`src/rtl/bist_sequencer_if.sv`:
```
// bist_sequencer_if: harness, TPG, ORA and fault-injector signals.
// master = sequencer side, slave = environment side.
interface bist_sequencer_if #(
    parameter int FW = 8
);
    logic          START;
    logic          TPG_END;
    logic          ORA_RES;
    logic          TPG_RESET;
    logic          ORA_RESET;
    logic          TPG_EN;
    logic          INC;
    logic [FW-1:0] FAULT_SEL;
    logic [FW-1:0] DETECTED;
    logic          BUSY;
    logic          DONE;
    logic          GOLDEN_FAIL;
    logic          TIMEOUT_ERR;

    modport master (
        input  START, TPG_END, ORA_RES,
        output TPG_RESET, ORA_RESET, TPG_EN, INC,
        output FAULT_SEL, DETECTED,
        output BUSY, DONE, GOLDEN_FAIL, TIMEOUT_ERR
    );

    modport slave (
        output START, TPG_END, ORA_RES,
        input  TPG_RESET, ORA_RESET, TPG_EN, INC,
        input  FAULT_SEL, DETECTED,
        input  BUSY, DONE, GOLDEN_FAIL, TIMEOUT_ERR
    );
endinterface

```
`src/rtl/bist_sequencer.sv`:
```
// bist_sequencer: golden run plus NUM_FAULTS fault runs of the BIST loop.
// All outputs are registered; control lines are decoded from next state.
module bist_sequencer #(
    parameter int SETUP_CYCLES = 10,
    parameter int NUM_FAULTS   = 16,
    parameter int FW           = 8,
    parameter int MAX_RUN      = 1024
) (
    input logic              clk,
    input logic              RESET,
    bist_sequencer_if.master bus
);
    typedef enum logic [2:0] {
        IDLE, SETUP, RUN, CHECK, NEXT, FIN
    } state_t;

    localparam int SW = $clog2(SETUP_CYCLES + 1);

    state_t        state, state_d;
    logic [SW-1:0] setup_cnt, setup_cnt_d;
    logic [15:0]   wdog, wdog_d;
    logic [FW-1:0] fault_sel, fault_sel_d;
    logic [FW-1:0] detected, detected_d;
    logic          golden_fail, golden_fail_d;
    logic          timeout_err, timeout_err_d;
    logic          tpg_reset_d, tpg_en_d, inc_d;
    logic          busy_d, done_d;

    always_comb begin
        state_d       = state;
        setup_cnt_d   = setup_cnt;
        wdog_d        = wdog;
        fault_sel_d   = fault_sel;
        detected_d    = detected;
        golden_fail_d = golden_fail;
        timeout_err_d = timeout_err;
        unique case (state)
            IDLE, FIN: begin
                if (bus.START) begin
                    state_d       = SETUP;
                    setup_cnt_d   = '0;
                    fault_sel_d   = '0;
                    detected_d    = '0;
                    golden_fail_d = 1'b0;
                    timeout_err_d = 1'b0;
                end
            end
            SETUP: begin
                if (setup_cnt == SW'(SETUP_CYCLES - 1)) begin
                    state_d = RUN;
                    wdog_d  = '0;
                end else begin
                    setup_cnt_d = setup_cnt + SW'(1);
                end
            end
            RUN: begin
                wdog_d = wdog + 16'd1;
                // End of patterns wins over a coincident watchdog expiry.
                if (bus.TPG_END) begin
                    state_d = CHECK;
                end else if (wdog == 16'(MAX_RUN - 1)) begin
                    state_d       = FIN;
                    timeout_err_d = 1'b1;
                end
            end
            CHECK: begin
                if (fault_sel == '0 && bus.ORA_RES) begin
                    golden_fail_d = 1'b1;
                    state_d       = FIN;
                end else begin
                    if (bus.ORA_RES) begin
                        detected_d = detected + FW'(1);
                    end
                    if (fault_sel == FW'(NUM_FAULTS)) begin
                        state_d = FIN;
                    end else begin
                        state_d = NEXT;
                    end
                end
            end
            NEXT: begin
                fault_sel_d = fault_sel + FW'(1);
                setup_cnt_d = '0;
                state_d     = SETUP;
            end
            default: state_d = IDLE;
        endcase
    end

    always_comb begin
        tpg_reset_d = (state_d == IDLE) || (state_d == SETUP) ||
                      (state_d == FIN);
        tpg_en_d    = (state_d == RUN);
        inc_d       = (state_d == NEXT);
        busy_d      = (state_d == SETUP) || (state_d == RUN) ||
                      (state_d == CHECK) || (state_d == NEXT);
        done_d      = (state_d == FIN);
    end

    always_ff @(posedge clk) begin
        if (RESET) begin
            state         <= IDLE;
            setup_cnt     <= '0;
            wdog          <= '0;
            fault_sel     <= '0;
            detected      <= '0;
            golden_fail   <= 1'b0;
            timeout_err   <= 1'b0;
            bus.TPG_RESET <= 1'b1;
            bus.ORA_RESET <= 1'b1;
            bus.TPG_EN    <= 1'b0;
            bus.INC       <= 1'b0;
            bus.BUSY      <= 1'b0;
            bus.DONE      <= 1'b0;
        end else begin
            state         <= state_d;
            setup_cnt     <= setup_cnt_d;
            wdog          <= wdog_d;
            fault_sel     <= fault_sel_d;
            detected      <= detected_d;
            golden_fail   <= golden_fail_d;
            timeout_err   <= timeout_err_d;
            bus.TPG_RESET <= tpg_reset_d;
            bus.ORA_RESET <= tpg_reset_d;
            bus.TPG_EN    <= tpg_en_d;
            bus.INC       <= inc_d;
            bus.BUSY      <= busy_d;
            bus.DONE      <= done_d;
        end
    end

    assign bus.FAULT_SEL   = fault_sel;
    assign bus.DETECTED    = detected;
    assign bus.GOLDEN_FAIL = golden_fail;
    assign bus.TIMEOUT_ERR = timeout_err;
endmodule

```
`src/flat_wrapper.sv`:
```
// flat-port wrapper written by rule: the top's interface ports become plain ports
module bist_sequencer_flat 
#(
    parameter int SETUP_CYCLES = 10,
    parameter int NUM_FAULTS   = 16,
    parameter int FW           = 8,
    parameter int MAX_RUN      = 1024
)
  (clk, RESET, bus_START, bus_TPG_END, bus_ORA_RES, bus_TPG_RESET, bus_ORA_RESET, bus_TPG_EN, bus_INC, bus_FAULT_SEL, bus_DETECTED, bus_BUSY, bus_DONE, bus_GOLDEN_FAIL, bus_TIMEOUT_ERR);
  bist_sequencer_if #(.FW(FW)) bus_i ();
  input logic clk;
  input logic RESET;
  input wire logic [$bits(bus_i.START)-1:0] bus_START;
  input wire logic [$bits(bus_i.TPG_END)-1:0] bus_TPG_END;
  input wire logic [$bits(bus_i.ORA_RES)-1:0] bus_ORA_RES;
  output wire logic [$bits(bus_i.TPG_RESET)-1:0] bus_TPG_RESET;
  output wire logic [$bits(bus_i.ORA_RESET)-1:0] bus_ORA_RESET;
  output wire logic [$bits(bus_i.TPG_EN)-1:0] bus_TPG_EN;
  output wire logic [$bits(bus_i.INC)-1:0] bus_INC;
  output wire logic [$bits(bus_i.FAULT_SEL)-1:0] bus_FAULT_SEL;
  output wire logic [$bits(bus_i.DETECTED)-1:0] bus_DETECTED;
  output wire logic [$bits(bus_i.BUSY)-1:0] bus_BUSY;
  output wire logic [$bits(bus_i.DONE)-1:0] bus_DONE;
  output wire logic [$bits(bus_i.GOLDEN_FAIL)-1:0] bus_GOLDEN_FAIL;
  output wire logic [$bits(bus_i.TIMEOUT_ERR)-1:0] bus_TIMEOUT_ERR;
  assign bus_i.START = bus_START;
  assign bus_i.TPG_END = bus_TPG_END;
  assign bus_i.ORA_RES = bus_ORA_RES;
  assign bus_TPG_RESET = bus_i.TPG_RESET;
  assign bus_ORA_RESET = bus_i.ORA_RESET;
  assign bus_TPG_EN = bus_i.TPG_EN;
  assign bus_INC = bus_i.INC;
  assign bus_FAULT_SEL = bus_i.FAULT_SEL;
  assign bus_DETECTED = bus_i.DETECTED;
  assign bus_BUSY = bus_i.BUSY;
  assign bus_DONE = bus_i.DONE;
  assign bus_GOLDEN_FAIL = bus_i.GOLDEN_FAIL;
  assign bus_TIMEOUT_ERR = bus_i.TIMEOUT_ERR;
  bist_sequencer #(.SETUP_CYCLES(SETUP_CYCLES), .NUM_FAULTS(NUM_FAULTS), .FW(FW), .MAX_RUN(MAX_RUN)) u_core (.clk(clk), .RESET(RESET), .bus(bus_i));
endmodule
```
`config.mk`:
```
export PLATFORM = sky130hd
export DESIGN_NAME = bist_sequencer_flat
export DESIGN_NICKNAME = d
export VERILOG_FILES = /design/src/rtl/bist_sequencer_if.sv /design/src/rtl/bist_sequencer.sv /design/src/flat_wrapper.sv
export SDC_FILE = /design/constraint.sdc
export NUM_CORES = 1
export LEC_CHECK = 0
export CORE_MARGIN = 5
export CORE_UTILIZATION = 53
export DETAILED_ROUTE_END_ITERATION = 8
export PLACE_DENSITY = 0.77
export SLEW_MARGIN = 15
export SYNTH_ARGS = -nofsm -noshare
export SYNTH_HDL_FRONTEND = slang
export SYNTH_SLANG_ARGS = --single-unit
```
`constraint.sdc`:
```
create_clock -name clk -period 2.5 [get_ports clk]
set_input_delay 0.5 -clock clk [delete_from_list [all_inputs] [get_ports clk]]
set_output_delay 0.5 -clock clk [all_outputs]
set_load 0.05 [all_outputs]
```
==> impl_metrics.yaml, run 1 <==
outcome:
  status: "finished clean"
cts:
  cts_tree: "done"
  cts_resized: 0
  h-tree-depth: 2
  insertion_delay_ns: 0.30
  postCtsSetupBuffers: 0
  clk_pin_slew_worst_paths_ns: 0.08
  cts_made_buffers: 5
  holdBufCountCts: 0
  clock_tree.buffer_depth: 2
  cts.sinks: 46
  cts-root-buf: "clkbuf_8"
floorplan:
  die_h_um: 76.0
  floorplan.initialDensity: 0.538
  core_sq_mm: 0.00429
  dieWidth_um: 76.0
  io_pins: 29
  dieArea_sq_mm: 0.00578
  rows: 24
worst_setup_path:
  critical_path.max_fanout: 7
  end_kind: "register"
  crit_slowest_cell: "o41a_1"
  worst-setup-path-type: "register to register"
  slowest_delay_ns: 0.56
  rrSetupSlack_ns: 0.32
  crit_chain: "ha_1, and3_1, nand4_1, o41a_1, buf_4, mux2i_1, nor2_1"
  cp.arrival_ns: 2.36
  cp_data_required_time_ns: 2.68
  startpoint_type: "register"
synth:
  synth_top_area_share: 0.398
  yosysWarnings: 0
  ys_seq_area_frac: 0.398
  synth_compound_area_frac: 0.168
  muxShareOfSynthArea: 0.0325
  yosysTopAreaCell: "dfxtp_1"
  synth_area_leaders: "dfxtp_1, nor2_1, a21oi_1"
  syn_area_sq_mm: 0.00231
  yosys-top-cells-count: "dfxtp_1, nor2_1, a21oi_1"
  syn_inst: 278
  synth.most_common_cell: "dfxtp_1"
  syn_area_per_cell_sq_um: 8.31
  synth_xor_area_frac: 0.0303
  synth_top_family_by_area: "simple AND/OR/NAND/NOR gates"
  async_flop_share: 0
  synth_seq_cells: 46
  synth-simple-area-share: 0.296
  synthAdderAreaFrac: 0.0325
  yosysUniqueCellTypes: 50
  syn_nets: 289
  synthFlopType: "dfxtp_1"
  synth_edf_count: 0
timing:
  period_minus_slack_ns: 2.18
  setup_ws_ns: 0.323
  maxSlewHeadroom: 0.668
  fmax_mhz: 459
  tns_ns: 0
  setup_viol: 0
  fin_worst_skew_ns: 0.00588
  tightest_slew_ns: 0.497
  hold_viol: 0
  slew_violations: 0
  rsz0062_at_grt: "false"
  period_share: 0.871
drt:
  vias: 2070
  dr.pass1.iters: 4
  drtAntennaViolNets: 0
  drt_iter0_drc: 131
  routed_wl_um: 5030
  wl_per_cell_um: 13.9
  viasPerCell: 5.72
  drc: 0
finish:
  final_nets: 320
  area_growth_syn_to_layout_pct: 18.7
  drive_above_1_share: 0.0774
  final_area_sq_mm: 0.00274
  num-fill-cells: 365
  diodes: 0
place:
  place_congestion: 0.812
  io_buffers: 28
  place_ws_ns: 0.100
  place_area_sq_mm: 0.00265
  post-dp-hpwl_um: 3640
grt:
  grt_pass1_vias: 1882
  grt_max_degree: 26
  antenna_found_initial: 0
  grt-ovfl-total: 0
  grt_pass1_wl_um: 8620
  grt_use_total: 0.177
worst_hold_path:
  hp-class: "register to register"
power:
  p_leak_uw: 0.000973
  vdd_drop_max_uv: 394
  cellPowerDensity_mw_per_mm2: 470
flow_run:
  maxCapViolCount: 0
final timing paths:
path | cells after the start | from | to
max | 7 | u_core.wdog[0] | u_core.bus.BUSY
min | 2 | u_core.bus.TIMEOUT_ERR | u_core.bus.TIMEOUT_ERR
max reg2reg | 7 | u_core.wdog[0] | u_core.bus.BUSY
min reg2reg | 2 | u_core.bus.TIMEOUT_ERR | u_core.bus.TIMEOUT_ERR
kinds of logic after synthesis:
kind of cell,count (synthesis)
adders and majority gates,6
xor gates and xnor gates,8
muxes,7
AOI/OAI and AO/OA,60
buffers and inverters,20
DFF,46
and+or+nand+nor,131
state kept, by name, summed over array words and instances, names as in the netlist:
name and cells:
u_core.bus.DONE 1, u_core.setup_cnt 4, u_core.bus.DETECTED 8, u_core.wdog 16
u_core.bus.FAULT_SEL 8, u_core.bus.TPG_RESET 1, u_core.bus.TIMEOUT_ERR 1, u_core.bus.BUSY 1
u_core.bus.TPG_EN 1, u_core.bus.INC 1, u_core.bus.GOLDEN_FAIL 1, u_core.state 3
through the flow:
stage	power, uW	hold slack [ns]	utilization	cells
2_1_floorplan	810	0.455	-	278
3_3_place_gp	837	0.455	0.617	354
3_5_place_dp	838	0.464	0.617	354
4_1_cts	1310	0.486	0.639	362
5_1_grt	1350	0.505	0.639	362
6_report	1290	0.485	0.639	362
layout by cell type (no fill, tap or decap), drive strengths merged, types with 6 or more instances in the layout:
cell / n
a311oi: 7
o21ai: 13
clkdlybuf4s50: 28
clkbuf: 7
and3: 7
inv: 7
ha: 6
nor3: 7
a21oi: 23
nand3: 20
dfxtp: 46
nand4: 7
buf: 9
nand2: 21
nor2: 37
routing by layer:
metal | global-route usage | wire (um) | share of wire | up-vias
li1 | - | - | - | 1055
met1 | 0.218 | 2350 | 0.47 | 963
met2 | 0.295 | 2390 | 0.48 | 47
met3 | 0.0473 | 237 | 0.047 | 5
met4 | 0.0658 | 50 | 0.0099 | 0
met5 | 0 | 0 | 0 | -
cell type report:
cell class,count,area (sq um),share of cell area
Tap cell,52,65.1,0.0237
Inverter,7,26.3,0.00958
Multi-Input combinational cell,212,1290,0.471
Timing Repair Buffer,37,348,0.127
Clock inverter,1,5.00,0.00182
Sequential cell,46,921,0.336
Clock buffer,7,86.3,0.0315
critical path: cells and delay by family, from the launching register on:
| family | cells | cell delay (ns) |
|---|---|---|
| buffers and inverters | 1 | 0.19 |
| and+or+nand+nor | 3 | 0.54 |
| adders and majority gates | 1 | 0.23 |
| muxes | 1 | 0.14 |
| DFF | 1 | 0.40 |
| AOI/OAI and AO/OA | 1 | 0.56 |
power breakdown:
group | switching, uW | internal (uW)
clock network | 243 | 223
logic | 46.0 | 31.5
registers | 7.30 | 737
Note: power is estimated with default switching activity, not from simulation.
==> inputs of run 2 (changes only) <==
SLEW_MARGIN = 20   (was 15)
TNS_END_PERCENT = 20   (was not set)
==> results of run 2 <==
Same layout as run 1: the final DEF is identical, and so are final timing and power.
==> inputs of run 3 (changes only) <==
ABC_CLOCK_PERIOD_IN_PS = 2500   (was not set)
GPL_TIMING_DRIVEN = 1   (was not set)
==> results of run 3 <==
Same layout as run 1: the final DEF is identical, and so are final timing and power.
